## src/rtl/tt_um_hoene_protocol_sequencer.sv

```systemverilog
`default_nettype none
// ============================================================================
// tt_um_hoene_protocol_sequencer: LED stream frame sequencer. It captures the
// own word, gates forwarding and reports per-frame status. Rev 1.0
// ============================================================================
module tt_um_hoene_protocol_sequencer #(
  parameter int WORD_BITS = 25,
  parameter int COUNT_W   = 8
) (
  input  logic                 clk,
  input  logic                 rst_n,
  input  logic                 in_data,
  input  logic                 in_clk,
  input  logic                 in_sync,
  output logic [4:0]           bit_counter,
  output logic [WORD_BITS-2:0] own_data,
  output logic                 own_valid,
  output logic                 fwd_en,
  output logic [COUNT_W-1:0]   word_count,
  output logic                 frame_error,
  output logic                 frame_done,
  output logic                 frame_ok
);

  localparam logic [4:0]         LAST_BIT  = 5'(WORD_BITS - 1);
  localparam logic [COUNT_W-1:0] COUNT_MAX = '1;

  typedef enum logic [1:0] {IDLE, OWN, FWD, ERR} state_t;

  state_t                 state, state_nx, cur_state;
  logic [WORD_BITS-1:0]   shift_q, shift_nx;
  logic                   parity_q, parity_nx, parity_w;
  logic [4:0]             bit_nx;
  logic [WORD_BITS-2:0]   own_data_nx;
  logic                   own_valid_nx, fwd_en_nx, frame_error_nx;
  logic                   frame_done_nx, frame_ok_nx;
  logic [COUNT_W-1:0]     word_count_nx;

  always_ff @(posedge clk) begin
    if (!rst_n) begin
      state       <= IDLE;
      shift_q     <= '0;
      parity_q    <= 1'b0;
      bit_counter <= '0;
      own_data    <= '0;
      own_valid   <= 1'b0;
      fwd_en      <= 1'b0;
      word_count  <= '0;
      frame_error <= 1'b0;
      frame_done  <= 1'b0;
      frame_ok    <= 1'b0;
    end else begin
      state       <= state_nx;
      shift_q     <= shift_nx;
      parity_q    <= parity_nx;
      bit_counter <= bit_nx;
      own_data    <= own_data_nx;
      own_valid   <= own_valid_nx;
      fwd_en      <= fwd_en_nx;
      word_count  <= word_count_nx;
      frame_error <= frame_error_nx;
      frame_done  <= frame_done_nx;
      frame_ok    <= frame_ok_nx;
    end
  end

  always_comb begin
    state_nx       = state;
    shift_nx       = shift_q;
    parity_nx      = parity_q;
    bit_nx         = bit_counter;
    own_data_nx    = own_data;
    own_valid_nx   = 1'b0;
    fwd_en_nx      = fwd_en;
    word_count_nx  = word_count;
    frame_error_nx = frame_error;
    frame_done_nx  = 1'b0;
    frame_ok_nx    = frame_ok;
    // The first sample out of IDLE is handled as the first bit of the own word
    cur_state      = (state == IDLE) ? OWN : state;
    parity_w       = parity_q ^ in_data;

    if (!in_sync) begin
      // A strobe coinciding with the falling sync is dropped; the frame closes as-is
      if (state != IDLE) begin
        frame_done_nx  = 1'b1;
        frame_ok_nx    = !frame_error && (bit_counter == 5'd0) && (word_count != '0);
        state_nx       = IDLE;
        shift_nx       = '0;
        parity_nx      = 1'b0;
        bit_nx         = 5'd0;
        fwd_en_nx      = 1'b0;
        word_count_nx  = '0;
        frame_error_nx = 1'b0;
      end
    end else if (in_clk) begin
      state_nx = cur_state;
      shift_nx = {shift_q[WORD_BITS-2:0], in_data};
      if (bit_counter == LAST_BIT) begin
        bit_nx    = 5'd0;
        parity_nx = 1'b0;
        if (word_count != COUNT_MAX) begin
          word_count_nx = word_count + COUNT_W'(1);
        end
        if (parity_w) begin
          state_nx       = ERR;
          frame_error_nx = 1'b1;
        end else if (cur_state == OWN) begin
          own_data_nx  = shift_nx[WORD_BITS-1:1];
          own_valid_nx = 1'b1;
          fwd_en_nx    = 1'b1;
          state_nx     = FWD;
        end
      end else begin
        bit_nx    = bit_counter + 5'd1;
        parity_nx = parity_w;
      end
    end
  end

endmodule
`default_nettype wire

```

## config.mk

```make
export PLATFORM = sky130hd
export DESIGN_NAME = tt_um_hoene_protocol_sequencer
export DESIGN_NICKNAME = d
export VERILOG_FILES = /design/src/rtl/tt_um_hoene_protocol_sequencer.sv
export SDC_FILE = /design/constraint.sdc
export NUM_CORES = 1
export LEC_CHECK = 0
export CORE_ASPECT_RATIO = 1.2
export CORE_MARGIN = 2
export CORE_UTILIZATION = 43
export DETAILED_ROUTE_END_ITERATION = 12
export PLACE_DENSITY = 0.76
export SLEW_MARGIN = 30
export SYNTH_ARGS = -nofsm -noshare
export SYNTH_HDL_FRONTEND = slang
export SYNTH_SLANG_ARGS = --single-unit
```

## constraint.sdc

```tcl
create_clock -name clk -period 1.7 [get_ports clk]
set_input_delay 0.34 -clock clk [delete_from_list [all_inputs] [get_ports clk]]
set_output_delay 0.34 -clock clk [all_outputs]
set_load 0.03 [all_outputs]
```

## Word level (Yosys, flattened, before mapping)

Index checks and enable logic that the tools add are counted.

- Register bits: 69
- Output and inout port bits: 42

- Bitwise logic cells: 6
- Reduce and logical (&&, ||, !) cells: 16
- Add/subtract/negate cells: 2
- Eq/ne operators: 9
- Mux-type cells: 34

Operators by type and width:

| kind | count |
|---|---|
| $mux 24 | 3 |
| $mux 8 | 5 |
| $mux 5 | 4 |
| $mux 1 | 15 |
| $mux 2 | 7 |
| $reduce_and 5->1 | 2 |
| $add 8x1->8 const B | 1 |
| $ne 2x1->1 const B | 4 |
| $ne 8x8->1 const B | 1 |
| $reduce_and 4->1 | 2 |
| $reduce_bool 8->1 | 1 |
| $add 5x1->5 const B | 1 |
| $eq 5x5->1 const B | 1 |
| $logic_not 5->1 | 1 |
| $not 1->1 | 5 |
| $reduce_or 5->1 | 1 |
| $ne 2x2->1 const B | 2 |
| $reduce_and 2->1 | 2 |
| $reduce_bool 2->1 | 2 |
| $eq 2x1->1 const B | 1 |
| $logic_and 1x1->1 | 2 |
| $logic_not 2->1 | 1 |
| $reduce_or 2->1 | 1 |
| $logic_not 1->1 | 1 |
| $xor 1x1->1 | 1 |

## Longest topological paths before layout

- Depth after elaboration: 8
- Gate-level depth with buffers: 8
- Mapped depth without buffers: 6

## Worst setup path before layout

OpenSTA, ideal clock, no wires.

- Path type: register to register
- Start: register bit_counter[0]
- End: register own_data[10]
- Cell stages (with the launch flop): 8
- Setup time: 0.116 ns
- Path slack: -0.229 ns
- Arrival time: 1.813 ns
- Path through: dfxtp_1 inv_1 ha_1 nand4b_4 nor4_4 buf_6 mux2i_1 nor2b_1

- Word-level cells in the longest chain between the ends: 2

Ends and longest elaborated chain:

| item | line | text |
|---|---|---|
| start: declaration | 15 | `output logic [4:0] bit_counter,` |
| start signal: assignment | 56 | `bit_counter <= bit_nx;` |
| $eq 5x5->1 | 99 | `if (bit_counter == LAST_BIT) begin` |
| $reduce_and 5->1 (no source line) | -- |  |
| end signal: assignment | 57 | `own_data <= own_data_nx;` |
| end: declaration | 16 | `output logic [WORD_BITS-2:0] own_data,` |

Every way passes these cells.
A chain may end at the register's enable or synchronous reset.

## Worst setup path in the final report

- Start: register bit_counter[1]
- End: register own_data[3]

The elaborated chain is that of the path after synthesis.

==> impl_metrics.toml <==
[worst_setup_path]
path_class = "reg -> reg"
crit_buf_inv = 4
r2r_setup_slack_ns = -0.02
endpoint = "own_data[3]$_SDFFE_PN0P_"
regToRegStartpoint = "bit_counter[1]$_SDFFE_PN0P_"
reg2reg_depth = 9
slowest_delay_ns = 0.35
slowest_stage = "dfxtp_4"
cp.arrival_ns = 1.96
crit_chain = "inv_4 > ha_4 > buf_6 > nand4b_4 > nor4_4 > buf_6 > clkbuf_16 > mux2i_1 > nor2b_1"
cpMostUsedCell = "buf_6"
crit_family = "buffers and inverters"
required_ns = 1.94
cp_num_cells = 9
worstSetupEndpointType = "flop"
cp-start-kind = "flop"
cp-startpoint = "bit_counter[1]$_SDFFE_PN0P_"
crit_path_max_fanout = 6
r2r-end = "own_data[3]$_SDFFE_PN0P_"

[synthesis]
yosysTopAreaCell = "dfxtp_1"
synth_edf_count = 0
postSynthCellCount = 285
yosys_warnings = 0
synth.top_cell.area_share = 0.480
synth_cell_type_count = 47
async_flop_share = 0
synth_ff_type = "dfxtp_1"
synth_area_leaders = "dfxtp_1 48%, nor2b_1 11%, mux2i_1 8.4%"
syn_avg_cell_area_um2 = 10.1
syn_nets = 294
syn_area_um2 = 2880
synth_seq_cells = 69
synth_seq_area_share = 0.480

[global_routing]
grt_usage = 0.177
grt_pass1_wl_um = 10100
grt_pass1_vias = 2189
grt_max_degree = 54
antenna_found_initial = 0
overflow = 0

[floorplan]
start_util = 0.446
core-area_um2 = 6450
die_h_um = 93.6
fp.dieArea_um2 = 7360
die_x_um = 78.7
num_rows = 32
ioPinCount = 47

[finish]
mostFrequentLayoutCell = "dfxtp_1"
antenna_cells = 0
fill_cells = 578
finalNonFillerCells = 451
final_layout_size_suffix_gt1_frac = 0.186
post-route-util = 0.610
fin_nets = 370
final_area_um2 = 3930
final_cell_mix = "65 x dfxtp_1, 52 x nor2b_1, 41 x dlygate4sd2_1"
syn2layout_area_growth_pct = 36.7

[timing]
fmax_mhz = 581
tightest_slew_ns = 0.381
finalSetupViolCount = 3
timing.final.max_slew_violations = 0
relSlewSlack = 0.746
setup_tns_ns = -0.0236
worst_slack_ns = -0.0205
fin_worst_skew_ns = 0.00749
rsz0062_at_grt = "yes"
hold-worst-slack_ns = 0.441
fin_crit_ns = 1.72
finalHoldViolCount = 0
period_share = 1.01

[flow_run]
max-cap-violations = 0

[clock_tree]
tritoncts = "done"
cts_buffers = 9
cts.sinks = 69
cts.htree.levels = 3
ctsRootBufferMaster = "clkbuf_8"
path_clk_slew_ns = 0.07
clk_latency_ns = 0.35
cts_hold_buf = 0
cts_buffer_depth = 2

[drt]
dr_total_vias = 2344
drtAntennaViolNets = 0
avgViaCountPerCell = 5.20
drc = 0
wl_per_cell_um = 13.8
finalWirelength_um = 6230
drt_iter0_drc = 69
drt-pass1-iter-count = 4

[outcome]
status = "complete, but fails checks"
violations = "setup timing"

[placement]
place_inst = 429
port_buffers = 46
dp_slack_ns = -0.420
post-dp-hpwl_um = 3880
dpl_cell_area_um2 = 3630
gp_congestion = 0.849

[power]
powerDensity_nw_per_um2 = 852
p_leak_nw = 1.55
power.total_mw = 3.35
vdd_drop_max_v = 0.000623

[hold_path]
hold_class = "in -> reg"
[synthesized netlist by cell type, drive strengths merged, types with 2 or more instances]
library cell	n
a21boi	2
nor3	6
o2111ai	2
nand4	3
buf	9
clkbuf	9
a21oi	9
mux2i	24
nand2	8
nor2	4
o21ai	11
nor4	2
nor2b	52
a22oi	25
and2	4
a211oi	2
ha	4
nand3	2
inv	7
xor2	3
or4	2
o211ai	3
or3	4
dfxtp	69
nor3b	2
[how the worst min path moves through the flow]
| stage | depth (start not counted) | startpoint | end |
|---|---|---|---|
| 3_5_place_dp | 1 | fwd_en$_SDFFE_PN0P_ | fwd_en$_SDFFE_PN0P_ |
| 5_1_grt | 3 | in_sync | state[0]$_SDFFE_PN0P_ |
| 3_3_place_gp | 2 | frame_ok$_SDFFE_PN0P_ | frame_ok$_SDFFE_PN0P_ |
| 4_1_cts | 3 | in_sync | state[0]$_SDFFE_PN0P_ |
| 2_1_floorplan | 2 | state[0]$_SDFFE_PN0P_ | state[0]$_SDFFE_PN0P_ |
| 6_report | 3 | in_sync | state[0]$_SDFFE_PN0P_ |
[flip-flops by register name, indices dropped and copies added (netlist names), 2 cells and up]
signal / count
own_data: 24
shift_q: 24
word_count: 8
bit_counter: 5
state: 2
[repair_timing]
action,4_1_cts,5_1_grt
setup buffers,2,1
cloned,0,3
pin swaps,0,2
endpoints found under the setup margin,65,31
gates resized for setup,44,7
[layout make-up]
| type | instances | area, um^2 | area share |
|---|---|---|---|
| inverter | 7 | 28.8 | 0.00732 |
| clock inverter | 5 | 81.3 | 0.0207 |
| multi-input combinational | 191 | 1410 | 0.357 |
| timing repair buffer | 83 | 768 | 0.195 |
| tap | 85 | 106 | 0.0270 |
| clock buffer | 11 | 151 | 0.0385 |
| sequential | 69 | 1390 | 0.354 |
[layer usage]
layer  global-route usage  wire length [um]  vias to the layer above
met3               0.0560               330                       14
met4               0.0936               152                        0
li1                     -                 -                     1164
met2                0.278              2960                       60
met5                    0                 0                        -
met1                0.215              2780                     1106
[power breakdown]
part / total, mW / internal (mW) / switching [mW]
Clock: 1.53 / 0.908 / 0.620
Combinational: 0.194 / 0.0913 / 0.102
Sequential: 1.63 / 1.62 / 0.00594
Total: 3.35 / 2.62 / 0.728
[logic make-up (layout without fill, tap and decap cells)]
| group | Yosys count | in the layout | share of synthesized area |
|---|---|---|---|
| muxes | 24 | 24 | 0.0835 |
| DFF | 69 | 69 | 0.480 |
| AOI/OAI and AO/OA | 61 | 61 | 0.146 |
| and+or+nand+nor | 99 | 99 | 0.223 |
| adders and majority gates | 4 | 4 | 0.0174 |
| buffers and inverters | 25 | 106 | 0.0409 |
| xor gates and xnor gates | 3 | 3 | 0.00914 |
[tightest hold or removal path, stage by stage]
cell and delay [ns]:
dlygate4sd2_1 0.28, nand2_1 0.09, a21oi_1 0.04
Power figures use the tool's default switching activity.
